### src/rtl/tiny_rv_pkg.sv
// ---------------------------------------------------------------------------
// tiny_rv_pkg
// Shared constants and types for the tiny_rv core.
//   RV_BUBBLE_INST / RV_BUBBLE_PC : encoding of an empty slot between stages
//                                   (decode uses the same constant).
//   RV_RESET_PC_DEFAULT           : default first fetch address.
//   fetch_req_state_e             : imem request tracking state of fetch.
//   rv_word_align()               : clears the byte-offset bits of an address.
// ---------------------------------------------------------------------------
package tiny_rv_pkg;

    localparam logic [31:0] RV_BUBBLE_INST      = 32'h0000_0000;
    localparam logic [31:0] RV_BUBBLE_PC        = 32'h0000_0000;
    localparam logic [31:0] RV_RESET_PC_DEFAULT = 32'h0000_0000;
    localparam logic [31:0] RV_INST_BYTES       = 32'd4;

    // IDLE : nothing outstanding
    // BUSY : one request granted, its response is wanted
    // STALE: one request granted, its response must be thrown away
    typedef enum logic [1:0] {
        REQ_IDLE  = 2'b00,
        REQ_BUSY  = 2'b01,
        REQ_STALE = 2'b10
    } fetch_req_state_e;

    function automatic logic [31:0] rv_word_align(input logic [31:0] addr);
        return addr & ~32'h0000_0003;
    endfunction

endpackage

### src/rtl/tiny_rv_fetch_skid.sv
// ---------------------------------------------------------------------------
// tiny_rv_fetch_skid
// One-entry pc/inst holding buffer that catches a response arriving while
// decode is stalled on a valid instruction.
//   i_clk, i_reset_n : clock, asynchronous active-low reset
//   wr               : load wr_pc/wr_inst (only issued while empty)
//   rd               : entry consumed this edge
//   clr              : drop the entry (flush), wins over wr/rd
//   valid, pc, inst  : current entry
// ---------------------------------------------------------------------------
module tiny_rv_fetch_skid
    import tiny_rv_pkg::*;
#(
    parameter int DATA_W = 32
) (
    input  logic              i_clk,
    input  logic              i_reset_n,
    input  logic              wr,
    input  logic              rd,
    input  logic              clr,
    input  logic [DATA_W-1:0] wr_pc,
    input  logic [DATA_W-1:0] wr_inst,
    output logic              valid,
    output logic [DATA_W-1:0] pc,
    output logic [DATA_W-1:0] inst
);

    always_ff @(posedge i_clk or negedge i_reset_n) begin
        if (!i_reset_n) begin
            valid <= 1'b0;
        end else if (clr) begin
            valid <= 1'b0;
        end else if (wr) begin
            valid <= 1'b1;
        end else if (rd) begin
            valid <= 1'b0;
        end
    end

    // Payload is only meaningful while valid, so it carries no reset.
    always_ff @(posedge i_clk) begin
        if (wr && !clr) begin
            pc   <= wr_pc;
            inst <= wr_inst;
        end
    end

endmodule

### src/rtl/tiny_rv_fetch.sv
// ---------------------------------------------------------------------------
// tiny_rv_fetch
// Instruction-fetch stage: owns the PC, issues one word request at a time to
// instruction memory and presents one registered pc/inst pair to decode.
// Stalls are absorbed by a one-entry skid; a flush redirects the PC and
// discards any response still in flight.
//   RESET_PC         : first address fetched after reset
//   i_clk, i_reset_n : clock, asynchronous active-low reset
//   i_pipe_stall     : decode does not consume the current pair
//   i_pipe_flush     : redirect to i_redirect_pc, output becomes a bubble
//   o_imem_req/addr  : request valid / word address
//   i_imem_gnt       : request accepted
//   i_imem_rvalid    : response valid (in order, >=1 cycle after gnt)
//   i_imem_rdata     : response instruction word
//   fetch_pc/inst    : presented pair, {0,0} is a bubble
// ---------------------------------------------------------------------------
module tiny_rv_fetch
    import tiny_rv_pkg::*;
#(
    parameter logic [31:0] RESET_PC = RV_RESET_PC_DEFAULT
) (
    input  logic        i_clk,
    input  logic        i_reset_n,
    input  logic        i_pipe_stall,
    input  logic        i_pipe_flush,
    input  logic [31:0] i_redirect_pc,
    output logic        o_imem_req,
    output logic [31:0] o_imem_addr,
    input  logic        i_imem_gnt,
    input  logic        i_imem_rvalid,
    input  logic [31:0] i_imem_rdata,
    output logic [31:0] fetch_pc,
    output logic [31:0] fetch_inst
);

    fetch_req_state_e req_state;
    logic [31:0]      pc;
    logic [31:0]      req_pc;
    logic             out_valid;

    logic             outstanding;
    logic             drop;
    logic             fresh;
    logic             hold;
    logic             fire;
    logic             skid_wr;
    logic             skid_rd;
    logic             skid_valid;
    logic [31:0]      skid_pc;
    logic [31:0]      skid_inst;

    always_comb begin
        outstanding = (req_state != REQ_IDLE);
        drop        = (req_state == REQ_STALE);
        fresh       = i_imem_rvalid & ~drop;
        hold        = i_pipe_stall & out_valid;
        // Never request while a response could land with nowhere to go:
        // skid full, or the response of this cycle is about to fill it.
        o_imem_req  = i_reset_n & ~i_pipe_flush & ~skid_valid
                    & (~outstanding | i_imem_rvalid)
                    & ~(i_imem_rvalid & hold);
        o_imem_addr = pc;
        fire        = o_imem_req & i_imem_gnt;
        skid_wr     = ~i_pipe_flush & hold & fresh;
        skid_rd     = ~i_pipe_flush & ~hold & skid_valid;
    end

    tiny_rv_fetch_skid #(
        .DATA_W (32)
    ) u_skid (
        .i_clk     (i_clk),
        .i_reset_n (i_reset_n),
        .wr        (skid_wr),
        .rd        (skid_rd),
        .clr       (i_pipe_flush),
        .wr_pc     (req_pc),
        .wr_inst   (i_imem_rdata),
        .valid     (skid_valid),
        .pc        (skid_pc),
        .inst      (skid_inst)
    );

    always_ff @(posedge i_clk or negedge i_reset_n) begin
        if (!i_reset_n) begin
            req_state  <= REQ_IDLE;
            pc         <= RESET_PC;
            req_pc     <= RV_BUBBLE_PC;
            out_valid  <= 1'b0;
            fetch_pc   <= RV_BUBBLE_PC;
            fetch_inst <= RV_BUBBLE_INST;
        end else begin
            // ---- request side: PC and outstanding/drop tracking ----
            if (i_pipe_flush) begin
                pc <= rv_word_align(i_redirect_pc);
                // A response arriving in the flush cycle is simply ignored;
                // only a still-pending one has to be marked stale.
                req_state <= (outstanding && !i_imem_rvalid) ? REQ_STALE : REQ_IDLE;
            end else if (fire) begin
                pc        <= pc + RV_INST_BYTES;
                req_pc    <= pc;
                req_state <= REQ_BUSY;
            end else if (i_imem_rvalid) begin
                req_state <= REQ_IDLE;
            end

            // ---- output side: pair presented to decode ----
            if (i_pipe_flush) begin
                out_valid  <= 1'b0;
                fetch_pc   <= RV_BUBBLE_PC;
                fetch_inst <= RV_BUBBLE_INST;
            end else if (!hold) begin
                if (skid_valid) begin
                    out_valid  <= 1'b1;
                    fetch_pc   <= skid_pc;
                    fetch_inst <= skid_inst;
                end else if (fresh) begin
                    out_valid  <= 1'b1;
                    fetch_pc   <= req_pc;
                    fetch_inst <= i_imem_rdata;
                end else begin
                    out_valid  <= 1'b0;
                    fetch_pc   <= RV_BUBBLE_PC;
                    fetch_inst <= RV_BUBBLE_INST;
                end
            end
        end
    end

endmodule

### config.mk
export PLATFORM = sky130hd
export DESIGN_NAME = tiny_rv_fetch
export DESIGN_NICKNAME = d
export VERILOG_FILES = /design/src/rtl/tiny_rv_pkg.sv /design/src/rtl/tiny_rv_fetch_skid.sv /design/src/rtl/tiny_rv_fetch.sv
export SDC_FILE = /design/constraint.sdc
export NUM_CORES = 1
export LEC_CHECK = 0
export CORE_MARGIN = 2
export CORE_UTILIZATION = 43
export CTS_CLUSTER_SIZE = 25
export DETAILED_ROUTE_END_ITERATION = 12
export GPL_TIMING_DRIVEN = 0
export PLACE_DENSITY = 0.66
export SYNTH_ARGS = -nofsm -noshare
export SYNTH_HDL_FRONTEND = slang
export SYNTH_SLANG_ARGS = --single-unit
### constraint.sdc
create_clock -name i_clk -period 13.9 [get_ports i_clk]
set_input_delay 2.78 -clock i_clk [delete_from_list [all_inputs] [get_ports i_clk]]
set_output_delay 2.78 -clock i_clk [all_outputs]
set_load 0.03 [all_outputs]
==> Word level (Yosys, flattened, before mapping) <==
Cells that the tools add are included.
{ "classes": {"n_mux": 21, "n_bitwise": 19, "eq_ne": 2, "n_addsub": 1, "n_reduce_logical": 9} }
{ "op_table": {"columns": ["cell", "count"], "rows": [
  ["32-bit 2-to-1 mux", 10],
  ["32-bit by 3-bit adder with 32-bit output (second input constant)", 1],
  ["1-bit AND", 12],
  ["2-bit 2-to-1 mux", 4],
  ["1-bit 2-to-1 mux", 7],
  ["1-bit inverter", 6],
  ["3-bit nonzero test", 2],
  ["2-bit nonzero test", 2],
  ["2-bit == test (second input constant)", 1],
  ["1-bit logical AND", 2],
  ["1-bit zero test", 2],
  ["2-bit inequality test (second input constant)", 1],
  ["2-bit AND reduction", 1],
  ["1-bit OR", 1]
]} }
{ "word_totals": {"out_inout_bits": 97, "regBits": 196, "word_cells": 61, "in_bits": 70} }

==> Longest topological paths before layout <==
Gate-level depths: netlist of the first run.
{ "logic_depth": {"word_depth": 8, "depth_mapped": 8} }

==> Modules after synthesis <==
A second synthesis of the first run with hierarchy kept.
{ "hier_totals": {"hier_cells": 632, "hier_area_um2": 7607.3} }
{ "modules_own_cells": {"columns": ["mod", "instances", "cells_each", "area_each_um2", "seq_area_each_um2"], "rows": [
  ["tiny_rv_fetch", 1, 563, 5637.9, 3178.0],
  ["tiny_rv_fetch_skid", 1, 69, 1969.4, 1946.9]
]} }

==> Worst setup path after synthesis of the first run <==
OpenSTA, ideal clock, no wires.
{ "synth_timing": {"path_type": "input-to-reg", "startpoint": "input i_pipe_flush", "endpoint": "register u_skid.inst[0], enable pin", "required_time_ns": 13.342, "setup_slack_ns": 5.942, "path_buffers": 2, "cell_stages": 3, "arrival_ns": 7.400, "path_cell_list": "buf_2 -> clkbuf_1 -> nor3_1"} }
{ "synth_between": {"elab_chain_cells": 4, "word_cells_on_any_way": 5, "cone_classes": "bitwise (3); reduce/logical (2)"} }
{ "synth_rtl": {"columns": ["element", "line", "text"], "rows": [
  ["start, declared", "tiny_rv_fetch.sv:25", "input logic i_pipe_flush,"],
  ["1-bit inverter (no source line)", null, null],
  ["1-bit AND (2 in series)", "tiny_rv_fetch.sv:64", "skid_wr = ~i_pipe_flush & hold & fresh;"],
  ["1-bit logical AND *", "tiny_rv_fetch_skid.sv:42", "if (wr && !clr) begin"],
  ["end signal, assigned", "tiny_rv_fetch_skid.sv:44", "inst <= wr_inst;"],
  ["end, declared", "tiny_rv_fetch_skid.sv:25", "output logic [DATA_W-1:0] inst"]
]} }
Mark *: on every way between the ends. The rest lies on a longest branch, timed or not.
A chain may end at the register's enable or synchronous reset.

==> Final worst setup path of the first run <==
{ "layout_timing": {"startpoint": "input i_reset_n", "endpoint": "output o_imem_req"} }
{ "layout_between": {"elab_chain_cells": 4} }
{ "layout_rtl": {"columns": ["element", "line", "text"], "rows": [
  ["start, declared", "tiny_rv_fetch.sv:23", "input logic i_reset_n,"],
  ["1-bit AND (2 in series)", "tiny_rv_fetch.sv:59", "o_imem_req = i_reset_n & ~i_pipe_flush & ~skid_valid"],
  ["1-bit AND", "tiny_rv_fetch.sv:60", "& (~outstanding | i_imem_rvalid)"],
  ["1-bit AND", "tiny_rv_fetch.sv:61", "& ~(i_imem_rvalid & hold);"],
  ["end, declared", "tiny_rv_fetch.sv:27", "output logic o_imem_req,"]
]} }
No other way between the ends.

==> reports/metrics.cfg, run 1 <==
[power_and_ir_drop]
p_leak_nw=4.05
powerDensity_nw_per_um2=131
fin_total_pwr_mw=1.34
pwr-share-seq=0.494
switching_share=0.272
ir_drop_uv=89.2
intPower_uw=976
comb_power_share=0.146
switching_power_uw=365
pwr-share-clk=0.360

[timing]
setup_ws_ns=6.57
holdWs_ns=0.470
skew_ns=0.00695
fmax_mhz=136
finalCritPeriodShare=0.527
worstMarginPinSlew_ns=1.09
rsz0062_at_grt=false
finalHoldViolCount=0
drv_slew=0
maxSlewHeadroom=0.268
finalSetupViolCount=0
fin_setup_tns_ns=0
min_period_ns=7.33

[clocking]
cts_hold_buf=0
clk_latency_ns=0.43
postCtsResizedCells=0
htreeDepth=4
ctsRootBufferMaster=clkbuf_16
clock_sinks=189
cts_tree=built
post-cts-setup-buffer-count=0
path_clk_slew_ns=0.07
cts_buffer_depth=2
cts_made_buffers=17

[setup_path]
cp-start-kind=input pin
endpoint_kind=primary output
cp_data_arrival_time_ns=4.55
worstPathMaxFanout=80
cp_data_required_time_ns=11.12
critPathKind=in2out

[global_routing]
grtUsageTotal=0.232
overflow=0
met2_usage=0.370
grtUsageMet1=0.314
grt_use_met3=0.0500
grt_max_degree=81
grt_pass1_wl_um=33200
grt_pass1_vias=6225
busiest_layer=met2
antenna_found_initial=1

[drt]
drtIter0Drc=454
viasPerCell=5.53
drc=0
ant_nets=0
vias=6183
routed_wl_um=21300
detail_route.wl_per_cell_um=19.0
drtPass1Iterations=5

[place]
place_ws_ns=6.49
hpwlAfterDp_um=15000
routabilityCongestion=0.823
dp.cells=1087
portBuffers=161

[floorplan]
io_pins=167
die-area_um2=19000
core_region_area_um2=17400
fp-row-count=48
fp.dieW_um=138
die_y_um=138
start_util=0.443

[finish]
num-nets-final=952
area_delta_synth_final_pct=33.6
final_common_cell=nand2_1
diodes=0
stdcell_count=1119
seq_area_um2=5040
final_cell_mix=183 x nand2_1, 160 x clkdlybuf4s50_1, 127 x dfrtp_1, 85 x o21ai_0, 63 x a22oi_1
drive_gt1_frac=0.0660
nFillCells=1422
multi_input_comb_area_um2=2430

[logic_synthesis]
synth_edf_count=62
ys_seq_area_frac=0.656
syn_area_um2=7680
postSynthAreaPerCell_um2=11.1
yosysUniqueCellTypes=46
synthCells=693
async_reset_ff_frac=0.672
synthFlopType=dfrtp_1
yosys_register_bits=189
yosys_warnings=0

[flow_run]
max_cap_violations=0

[hold_path]
hold_path.class=reg2reg

[outcome]
status=completed

## per-layer routing
| metal | share of wire | vias to the layer above |
|---|---|---|
| li1 | - | 2851 |
| met1 | 0.42 | 3046 |
| met2 | 0.48 | 256 |
| met3 | 0.080 | 28 |
| met4 | 0.018 | 2 |
| met5 | 0.00061 | - |
## flip-flops by register name (all words and copies together) (netlist names)
register      cells
u_skid.valid      1
fetch_pc         31
u_skid.inst      32
fetch_inst       32
o_imem_addr      30
req_state         2
req_pc           30
out_valid         1
u_skid.pc        30
## critical path: stages
cell and delay [ns]:
buf_6 0.38, buf_16 0.37, o211a_1 0.26, clkdlybuf4s50_1 0.68
## power groups by stage
stage                     logic, mW  registers [mW]  clock network [mW]
after floorplan              0.0631           0.702                   0
after global placement        0.191           0.672                   0
after detailed placement      0.197           0.674                   0
after CTS                     0.198           0.663               0.491
after global routing          0.213           0.669               0.514
final                         0.196           0.663               0.482
## layout make-up
type / instances / area share
Sequential cell: 189 / 0.491
Timing Repair Buffer: 168 / 0.166
Tap cell: 225 / 0.0274
Buffer: 46 / 0.0189
Clock buffer: 20 / 0.0435
Clock inverter: 12 / 0.0135
Inverter: 6 / 0.00219
Multi-Input combinational cell: 453 / 0.237
## cell families after synthesis
kind of cell             Yosys count  share of synthesized area
other                              1                   0.000488
adder cells (fa/ha/maj)            1                    0.00163
AO/OA/AOI/OAI                    184                      0.151
flip-flops                       189                      0.656
buffers and inverters             52                     0.0282
XOR/XNOR                          10                     0.0114
multiplexers                       4                    0.00570
AND/OR/NAND/NOR                  252                      0.146
## cells in the mapped netlist, drive strengths merged (6+ instances only)
cell type  number  area, µm²
o211ai         13       97.6
nor2           16       60.1
o21ai          89        445
nand3          16       85.1
edfxtp         62       1860
inv             6       22.5
xnor2           8       70.1
buf            14       73.8
nor4            7       73.8
a22oi          63        473
dfrtp         127       3180
clkbuf         32        120
nand2         183        687
nand4           7       56.3
## final timing paths
kind / start / to / slack (ns) / depth (start not counted)
setup / recovery: i_reset_n / o_imem_req / 6.57 / 4
hold / removal: req_pc[18] / u_skid.pc[18] / 0.47 / 0
setup reg to reg: o_imem_addr[10] / o_imem_addr[21] / 11.61 / 5
hold reg to reg: req_pc[18] / u_skid.pc[18] / 0.47 / 0
max in group asynchronous: i_reset_n / o_imem_addr[8] / 10.85 / 2
min in group asynchronous: i_reset_n / fetch_inst[9] / 2.30 / 1
## through the flow
step                cell area, µm²  utilization
finish                       10300        0.591
global route                 10300        0.591
CTS                          10300        0.591
detailed placement            9680        0.558
global placement              9580        0.552
floorplan                     7690            -
(Power assumes the default switching activity.)
==> run 2: changes to the inputs <==
==> constraint.sdc (replaced) <==
create_clock -name i_clk -period 6.8 [get_ports i_clk]
set_input_delay 1.36 -clock i_clk [delete_from_list [all_inputs] [get_ports i_clk]]
set_output_delay 1.36 -clock i_clk [all_outputs]
set_load 0.03 [all_outputs]
==> results of run 2 <==
Same layout as run 1 (identical final DEF). Status: completed.
Among the figures that moved: setup slack after placement 6.49 ns -> 2.23 ns; setup slack after layout 6.57 ns -> 2.31 ns; register-to-register setup slack 11.61 ns -> 4.51 ns; total power 1.34 mW -> 2.74 mW; worst IR drop on VDD 89.2 µV -> 182 µV
